--- src/rtl/dsd_lab5_if.sv ---
// ============================================================================
//  Module      : dsd_lab5_if
//  Description : Display-driver bus. Carries the hex value and digit select
//                in, and the active-low segment and anode drives out.
//  Revision    : 1.0 - initial release
// ============================================================================
`default_nettype none

interface dsd_lab5_if;
  logic [3:0] a;
  logic [2:0] b;
  logic       seg_a, seg_b, seg_c, seg_d, seg_e, seg_f, seg_g;
  logic       an_0, an_1, an_2, an_3, an_4, an_5, an_6, an_7;

  // Source of the digit/select, sink of the display drives
  modport master (
    output a, b,
    input  seg_a, seg_b, seg_c, seg_d, seg_e, seg_f, seg_g,
    input  an_0, an_1, an_2, an_3, an_4, an_5, an_6, an_7
  );

  // The display driver itself
  modport slave (
    input  a, b,
    output seg_a, seg_b, seg_c, seg_d, seg_e, seg_f, seg_g,
    output an_0, an_1, an_2, an_3, an_4, an_5, an_6, an_7
  );
endinterface

`default_nettype wire

--- src/rtl/dsd_lab5.sv ---
// ============================================================================
//  Module      : dsd_lab5
//  Description : Registered single-digit hex seven-segment driver for an
//                8-digit common-anode board. Segments and anodes are
//                active-low and come straight from flops (1-cycle latency).
//  Revision    : 1.0 - initial release
// ============================================================================
`default_nettype none

module dsd_lab5 (
  input  logic         clk,
  input  logic         rst_n,
  dsd_lab5_if.slave    bus
);

  // Segment vectors are packed {g,f,e,d,c,b,a}; a 0 bit lights the segment.
  localparam logic [6:0] C_SEG_DARK = 7'b111_1111;
  localparam logic [7:0] C_AN_DARK  = 8'hFF;

  logic [6:0] w_seg;
  logic [7:0] w_an;
  logic [6:0] r_seg;
  logic [7:0] r_an;

  // Hex glyph decode; every 4-bit code maps to a defined pattern
  always_comb begin
    w_seg = C_SEG_DARK;
    case (bus.a)
      4'h0: w_seg = 7'b100_0000;
      4'h1: w_seg = 7'b111_1001;
      4'h2: w_seg = 7'b010_0100;
      4'h3: w_seg = 7'b011_0000;
      4'h4: w_seg = 7'b001_1001;
      4'h5: w_seg = 7'b001_0010;
      4'h6: w_seg = 7'b000_0010;
      4'h7: w_seg = 7'b111_1000;
      4'h8: w_seg = 7'b000_0000;
      4'h9: w_seg = 7'b001_0000;
      4'hA: w_seg = 7'b000_1000;
      4'hB: w_seg = 7'b000_0011;
      4'hC: w_seg = 7'b100_0110;
      4'hD: w_seg = 7'b010_0001;
      4'hE: w_seg = 7'b000_0110;
      4'hF: w_seg = 7'b000_1110;
      default: w_seg = C_SEG_DARK;
    endcase
  end

  // One-cold anode select: only the addressed digit is pulled low
  for (genvar k = 0; k < 8; k++) begin : g_an_decode
    assign w_an[k] = (bus.b != 3'(k));
  end

  // Output flops; reset blanks the whole display and wins over new inputs
  always_ff @(posedge clk) begin
    if (!rst_n) begin
      r_seg <= C_SEG_DARK;
      r_an  <= C_AN_DARK;
    end else begin
      r_seg <= w_seg;
      r_an  <= w_an;
    end
  end

  assign bus.seg_a = r_seg[0];
  assign bus.seg_b = r_seg[1];
  assign bus.seg_c = r_seg[2];
  assign bus.seg_d = r_seg[3];
  assign bus.seg_e = r_seg[4];
  assign bus.seg_f = r_seg[5];
  assign bus.seg_g = r_seg[6];

  assign bus.an_0 = r_an[0];
  assign bus.an_1 = r_an[1];
  assign bus.an_2 = r_an[2];
  assign bus.an_3 = r_an[3];
  assign bus.an_4 = r_an[4];
  assign bus.an_5 = r_an[5];
  assign bus.an_6 = r_an[6];
  assign bus.an_7 = r_an[7];

endmodule

`default_nettype wire

--- src/flat_wrapper.sv ---
// flat-port wrapper written by rule: the top's interface ports become plain ports
module dsd_lab5_flat 
  (clk, rst_n, bus_a, bus_b, bus_seg_a, bus_seg_b, bus_seg_c, bus_seg_d, bus_seg_e, bus_seg_f, bus_seg_g, bus_an_0, bus_an_1, bus_an_2, bus_an_3, bus_an_4, bus_an_5, bus_an_6, bus_an_7);
  dsd_lab5_if bus_i ();
  input  logic clk;
  input  logic rst_n;
  input wire logic [$bits(bus_i.a)-1:0] bus_a;
  input wire logic [$bits(bus_i.b)-1:0] bus_b;
  output wire logic [$bits(bus_i.seg_a)-1:0] bus_seg_a;
  output wire logic [$bits(bus_i.seg_b)-1:0] bus_seg_b;
  output wire logic [$bits(bus_i.seg_c)-1:0] bus_seg_c;
  output wire logic [$bits(bus_i.seg_d)-1:0] bus_seg_d;
  output wire logic [$bits(bus_i.seg_e)-1:0] bus_seg_e;
  output wire logic [$bits(bus_i.seg_f)-1:0] bus_seg_f;
  output wire logic [$bits(bus_i.seg_g)-1:0] bus_seg_g;
  output wire logic [$bits(bus_i.an_0)-1:0] bus_an_0;
  output wire logic [$bits(bus_i.an_1)-1:0] bus_an_1;
  output wire logic [$bits(bus_i.an_2)-1:0] bus_an_2;
  output wire logic [$bits(bus_i.an_3)-1:0] bus_an_3;
  output wire logic [$bits(bus_i.an_4)-1:0] bus_an_4;
  output wire logic [$bits(bus_i.an_5)-1:0] bus_an_5;
  output wire logic [$bits(bus_i.an_6)-1:0] bus_an_6;
  output wire logic [$bits(bus_i.an_7)-1:0] bus_an_7;
  assign bus_i.a = bus_a;
  assign bus_i.b = bus_b;
  assign bus_seg_a = bus_i.seg_a;
  assign bus_seg_b = bus_i.seg_b;
  assign bus_seg_c = bus_i.seg_c;
  assign bus_seg_d = bus_i.seg_d;
  assign bus_seg_e = bus_i.seg_e;
  assign bus_seg_f = bus_i.seg_f;
  assign bus_seg_g = bus_i.seg_g;
  assign bus_an_0 = bus_i.an_0;
  assign bus_an_1 = bus_i.an_1;
  assign bus_an_2 = bus_i.an_2;
  assign bus_an_3 = bus_i.an_3;
  assign bus_an_4 = bus_i.an_4;
  assign bus_an_5 = bus_i.an_5;
  assign bus_an_6 = bus_i.an_6;
  assign bus_an_7 = bus_i.an_7;
  dsd_lab5 u_core (.clk(clk), .rst_n(rst_n), .bus(bus_i));
endmodule
--- config.mk ---
export PLATFORM = sky130hd
export DESIGN_NAME = dsd_lab5_flat
export DESIGN_NICKNAME = d
export VERILOG_FILES = /design/src/rtl/dsd_lab5_if.sv /design/src/rtl/dsd_lab5.sv /design/src/flat_wrapper.sv
export SDC_FILE = /design/constraint.sdc
export NUM_CORES = 1
export LEC_CHECK = 0
export BUFFER_PORTS_ARGS = -buffer_cell sky130_fd_sc_hd__buf_2
export CORE_MARGIN = 2
export CORE_UTILIZATION = 46
export CTS_CLUSTER_SIZE = 14
export DETAILED_ROUTE_END_ITERATION = 7
export PLACE_DENSITY = 0.75
export SYNTH_ARGS = -nofsm -noshare
export SYNTH_HDL_FRONTEND = slang
export SYNTH_SLANG_ARGS = --single-unit
--- constraint.sdc ---
create_clock -name clk -period 1.3 [get_ports clk]
set_input_delay 0.26 -clock clk [delete_from_list [all_inputs] [get_ports clk]]
set_output_delay 0.26 -clock clk [all_outputs]
set_load 0.01 [all_outputs]
==> flow_summary.json, run 1 <==
{
  "worst_pin_slew_ns": 0.289,
  "yosys.cell_types.count": 22,
  "synthTopCellsByArea": "dfxtp_1, ha_1, mux2i_1, nand3_1, nor2b_1",
  "synth_edf_count": 0,
  "drtIter0Drc": 4,
  "syn_inst": 65,
  "cts_buffers": 3,
  "portBuffers": 23,
  "dp_hpwl_um": 847,
  "grtUsageTotal": 0.126,
  "avgSynthCellArea_um2": 10.4,
  "finalSetupTns_ns": 0,
  "end_kind": "flop",
  "final_antenna_net_count": 0,
  "status": "complete, no violations",
  "p_int_w": 0.000669,
  "clockPowerShare": 0.288,
  "grt_setup_unrepaired": "false",
  "hold_violations": 0,
  "n_antenna_cell": 0,
  "clk_pin_slew_ns": 0.09,
  "setup-violations-final": 0,
  "hold_buffers": 0,
  "drv_slew": 0,
  "netlist_top_cells_count": "dfxtp_1, ha_1, mux2i_1, nand3_1",
  "hp-class": "input port to flop",
  "multi_input_area_um2": 342,
  "crit_slowest_cell": "or2_2",
  "drcViolationCount": 0,
  "crit_path_start_kind": "input port",
  "min_period_ns": 0.995,
  "cp_max_fo": 4,
  "dieArea_mm2": 0.00180,
  "cts_tree": "built",
  "first_global_vias": 427,
  "die_w_um": 42.4,
  "hold_depth": 2,
  "fillers": 127,
  "switching_share": 0.256,
  "slew_headroom": 0.807,
  "synth_top_area_frac": 0.443,
  "ir_worst_vdd_uv": 596,
  "yosysMostFrequentCell": "dfxtp_1",
  "power_w": 0.000899,
  "worstSetupPathType": "input port to flop",
  "grt_start_max_net_pins": 17,
  "cts_resized": 0,
  "cp_data_arrival_time_ns": 1.19,
  "fin_cells": 107,
  "max_stage_delay_ns": 0.30,
  "static-leakage-power_nw": 0.379,
  "drive_gt1_frac": 0.359,
  "fin_crit_sh": 0.765,
  "vias": 530,
  "power_switching_w": 0.000230,
  "wire_per_inst_um": 10.2,
  "coreArea_mm2": 0.00133,
  "yosysWarnings": 0,
  "power.density_mw_per_mm2": 1070,
  "crit_chain": "buf_2 > inv_1 > ha_1 > or2_2 > a32oi_1",
  "place_congestion": 0.765,
  "die_y_um": 42.4,
  "layout.nets": 109,
  "syn2layout_area_growth_pct": 24.4,
  "clock_path_buffers": 2,
  "cts.sinks": 15,
  "gr-total-overflow": 0,
  "ff_latch_area_um2": 300,
  "crit_required_ns": 1.50,
  "finish.utilization": 0.632,
  "maxCapViolations": 0,
  "rows": 13,
  "syn-cell-area_um2": 678,
  "dp_cells": 103,
  "seq_area_frac_synth": 0.443,
  "grt_pass1_wl_um": 1760,
  "antenna_found_initial": 0,
  "first_pass_iters": 4,
  "initial_core_util": 0.508,
  "postCtsSetupBuffers": 0,
  "hold_ws_ns": 0.195,
  "async_flop_share": 0,
  "synthFlopType": "dfxtp_1",
  "h-tree-depth": 1,
  "ys_seq_elements": 15,
  "io_pins": 24,
  "yosys.area.top_type": "dfxtp_1",
  "clock-root-buffer": "clkbuf_4",
  "routed_wl_um": 1090,
  "fmax_ghz": 1.01,
  "syn_nets": 81,
  "pwr-share-comb": 0.169,
  "drt-vias-per-instance": 4.95,
  "p_seq_frac": 0.543
}
power groups by stage:
stage          combinational, W  sequential [W]  clock, W
2_1_floorplan         0.0000787        0.000515         0
3_3_place_gp           0.000150        0.000499         0
3_5_place_dp           0.000153        0.000499         0
4_1_cts                0.000154        0.000489  0.000268
5_1_grt                0.000170        0.000490  0.000291
6_report               0.000152        0.000488  0.000259
logic make-up (layout without fill, tap and decap cells):
| family | after synthesis | in the layout | share of synthesized area |
|---|---|---|---|
| flops | 15 | 15 | 0.443 |
| compound gates | 9 | 9 | 0.125 |
| simple gates | 22 | 22 | 0.175 |
| buf+inv | 7 | 34 | 0.0535 |
| fa+ha+maj | 7 | 7 | 0.129 |
| mux | 5 | 5 | 0.0738 |
placed cells by master, fill, tap and decap left out, types with 3 or more instances in the layout:
master / instances
buf_2: 23
dfxtp_1: 15
ha_1: 7
nand3_1: 5
mux2i_1: 5
inv_1: 4
nand2_1: 4
nor2b_1: 3
clkbuf_4: 3
buf_4: 3
critical path, delay by kind of cell:
kind            cells  cell delay (ns)
fa+ha+maj           1             0.25
compound gates      1             0.17
buf+inv             2             0.21
simple gates        1             0.30
state kept, by name, indices dropped and copies added (netlist names):
signal and cells:
u_core.r_an 8, u_core.r_seg 7
routing by layer:
metal | track usage | share of wire | vias up
li1 | - | - | 279
met1 | 0.161 | 0.48 | 235
met2 | 0.191 | 0.46 | 14
met3 | 0.0302 | 0.046 | 2
met4 | 0.0750 | 0.012 | 0
met5 | 0 | 0 | -
cell type report:
type                       count  share of cell area
timing repair buffer          26               0.163
sequential                    15               0.356
multi-input combinational     43               0.405
clock inverter                 1             0.00890
tap                           15              0.0223
inverter                       4              0.0178
clock buffer                   3              0.0267
path summary, 6_finish.rpt:
| check | from | to | slack (ns) |
|---|---|---|---|
| min | bus_b[2] | u_core.r_an[6] | 0.19 |
| max | bus_a[1] | u_core.r_seg[3] | 0.31 |
metrics by stage:
stage	cell area (um2)	setup WS [ns]
final	843	0.305
after global routing	843	0.240
after CTS	843	0.299
after detailed placement	813	0.0104
after global placement	813	0.0696
after floorplan	678	0.181
(Power assumes the default switching activity.)
==> run 2: changes to the inputs <==
--- a/config.mk
+++ b/config.mk
@@ -7,10 +7,10 @@
 export LEC_CHECK = 0
 export BUFFER_PORTS_ARGS = -buffer_cell sky130_fd_sc_hd__buf_2
 export CORE_MARGIN = 2
-export CORE_UTILIZATION = 46
+export CORE_UTILIZATION = 42
 export CTS_CLUSTER_SIZE = 14
 export DETAILED_ROUTE_END_ITERATION = 7
-export PLACE_DENSITY = 0.75
+export PLACE_DENSITY = 0.72
 export SYNTH_ARGS = -nofsm -noshare
 export SYNTH_HDL_FRONTEND = slang
 export SYNTH_SLANG_ARGS = --single-unit
==> constraint.sdc (replaced) <==
create_clock -name clk -period 0.91 [get_ports clk]
set_input_delay 0.182 -clock clk [delete_from_list [all_inputs] [get_ports clk]]
set_output_delay 0.182 -clock clk [all_outputs]
set_load 0.01 [all_outputs]
==> run 2 against run 1 <==
Net effect:
- routed wire length rose by 15%
- design area is 9.8% higher
- sequential power grew 43%
- final cell count grew 5.6%
- combinational power up 70%
- critical path type is now flop to output pin
- critical endpoint is now bus_an_3
- largest power group unchanged
- highest routed layer unchanged
==> flow_summary.json, run 2 (same netlist as run 1, synthesis figures left out) <==
{
  "h-tree-depth": 1,
  "final_antenna_net_count": 0,
  "drtIter0Drc": 3,
  "maxCapViolations": 0,
  "fin_cells": 113,
  "initial_core_util": 0.450,
  "power.density_mw_per_mm2": 1410,
  "die_y_um": 44.2,
  "first_global_vias": 516,
  "antenna_found_initial": 0,
  "crit_buf_inv": 1,
  "drv_slew": 0,
  "drcViolationCount": 0,
  "crit_family": "flip-flops",
  "drive_gt1_frac": 0.443,
  "hold_violations": 0,
  "largestRegisters": "u_core.r_an (8), u_core.r_seg (7)",
  "fillers": 139,
  "clk_pin_slew_ns": 0.08,
  "portBuffers": 23,
  "cp_max_fo": 1,
  "largest_reg_flops": 8,
  "rows": 14,
  "cp_data_arrival_time_ns": 0.70,
  "gr-total-overflow": 0,
  "die_w_um": 44.2,
  "syn2layout_area_growth_pct": 36.5,
  "end_kind": "output pin",
  "max_stage_delay_ns": 0.32,
  "fin_area_um2": 926,
  "coreArea_mm2": 0.00151,
  "status": "complete, no violations",
  "worst_pin_slew_ns": 0.286,
  "grt_pass1_wl_um": 2090,
  "drt-vias-per-instance": 4.92,
  "cts_tree": "built",
  "hold_buffers": 0,
  "static-leakage-power_nw": 0.412,
  "hp-class": "input port to flop",
  "dp_hpwl_um": 1010,
  "crit_path_start_kind": "flop",
  "wire_per_inst_um": 11.1,
  "first_pass_iters": 4,
  "worstSetupPathType": "flop to output pin",
  "largest-register": "u_core.r_an",
  "setup-violations-final": 0,
  "routed_wl_um": 1260,
  "crit_chain": "buf_6",
  "clock_path_buffers": 2,
  "vias": 556,
  "layout.nets": 114,
  "cts.sinks": 15,
  "slew_headroom": 0.809,
  "place_congestion": 0.806,
  "crit_required_ns": 0.73,
  "crit_slowest_cell": "dfxtp_2",
  "final_cell_mix": "buf_2, dfxtp_1, buf_4, ha_1",
  "grtUsageTotal": 0.147,
  "n_antenna_cell": 0,
  "finish.utilization": 0.615,
  "cts_buffers": 3,
  "placed_area_um2": 877,
  "grt_start_max_net_pins": 16,
  "grt_setup_unrepaired": "true",
  "ff_latch_area_um2": 304,
  "dieArea_mm2": 0.00195,
  "fin_crit_sh": 0.966,
  "io_pins": 24,
  "multi_input_area_um2": 357,
  "clock-root-buffer": "clkbuf_4",
  "postCtsSetupBuffers": 0,
  "fmax_ghz": 1.14,
  "dp_cells": 109,
  "min_period_ns": 0.879,
  "final_common_cell": "buf_2",
  "cts_resized": 0,
  "ir_worst_vdd_uv": 605
}
## run 2: path summary, 6_finish.rpt
kind | cells after the start | from | end | slack (ns)
min | 2 | bus_b[0] | u_core.r_an[1] | 0.12
max | 1 | u_core.r_an[3] | bus_an_3 | 0.03
## run 2: metrics by stage
stage	hold WS (ns)	TNS (ns)	power [W]	setup WS [ns]
2_1_floorplan	0.254	0	0.000857	0.0191
3_3_place_gp	0.402	-0.782	0.000962	-0.147
3_5_place_dp	0.405	-0.903	0.000967	-0.171
4_1_cts	0.116	0	0.00132	0.00976
5_1_grt	0.128	-0.0207	0.00138	-0.0116
6_report	0.124	0	0.00131	0.0305
## run 2: power by group
| part | leakage [nW] | switching (W) | internal (W) | total (W) |
|---|---|---|---|---|
| Combinational | 0.273 | 0.000132 | 0.000126 | 0.000258 |
| Sequential | 0.123 | 0.00000724 | 0.000692 | 0.000699 |
| Clock | 0.0150 | 0.000180 | 0.000169 | 0.000349 |
| Total | 0.412 | 0.000319 | 0.000988 | 0.00131 |
## run 2: final cells by class
| type | instances | share of cell area |
|---|---|---|
| timing repair buffer | 31 | 0.209 |
| multi-input combinational | 43 | 0.385 |
| sequential | 15 | 0.328 |
| clock buffer | 4 | 0.0284 |
| inverter | 4 | 0.0270 |
| tap | 16 | 0.0216 |
## run 2: metal layers
| metal | vias to the layer above | track usage | part of all wire |
|---|---|---|---|
| met3 | 2 | 0.0122 | 0.057 |
| met4 | 0 | 0.109 | 0.015 |
| met2 | 18 | 0.259 | 0.50 |
| met1 | 248 | 0.164 | 0.43 |
| li1 | 288 | - | - |
| met5 | - | 0 | 0 |
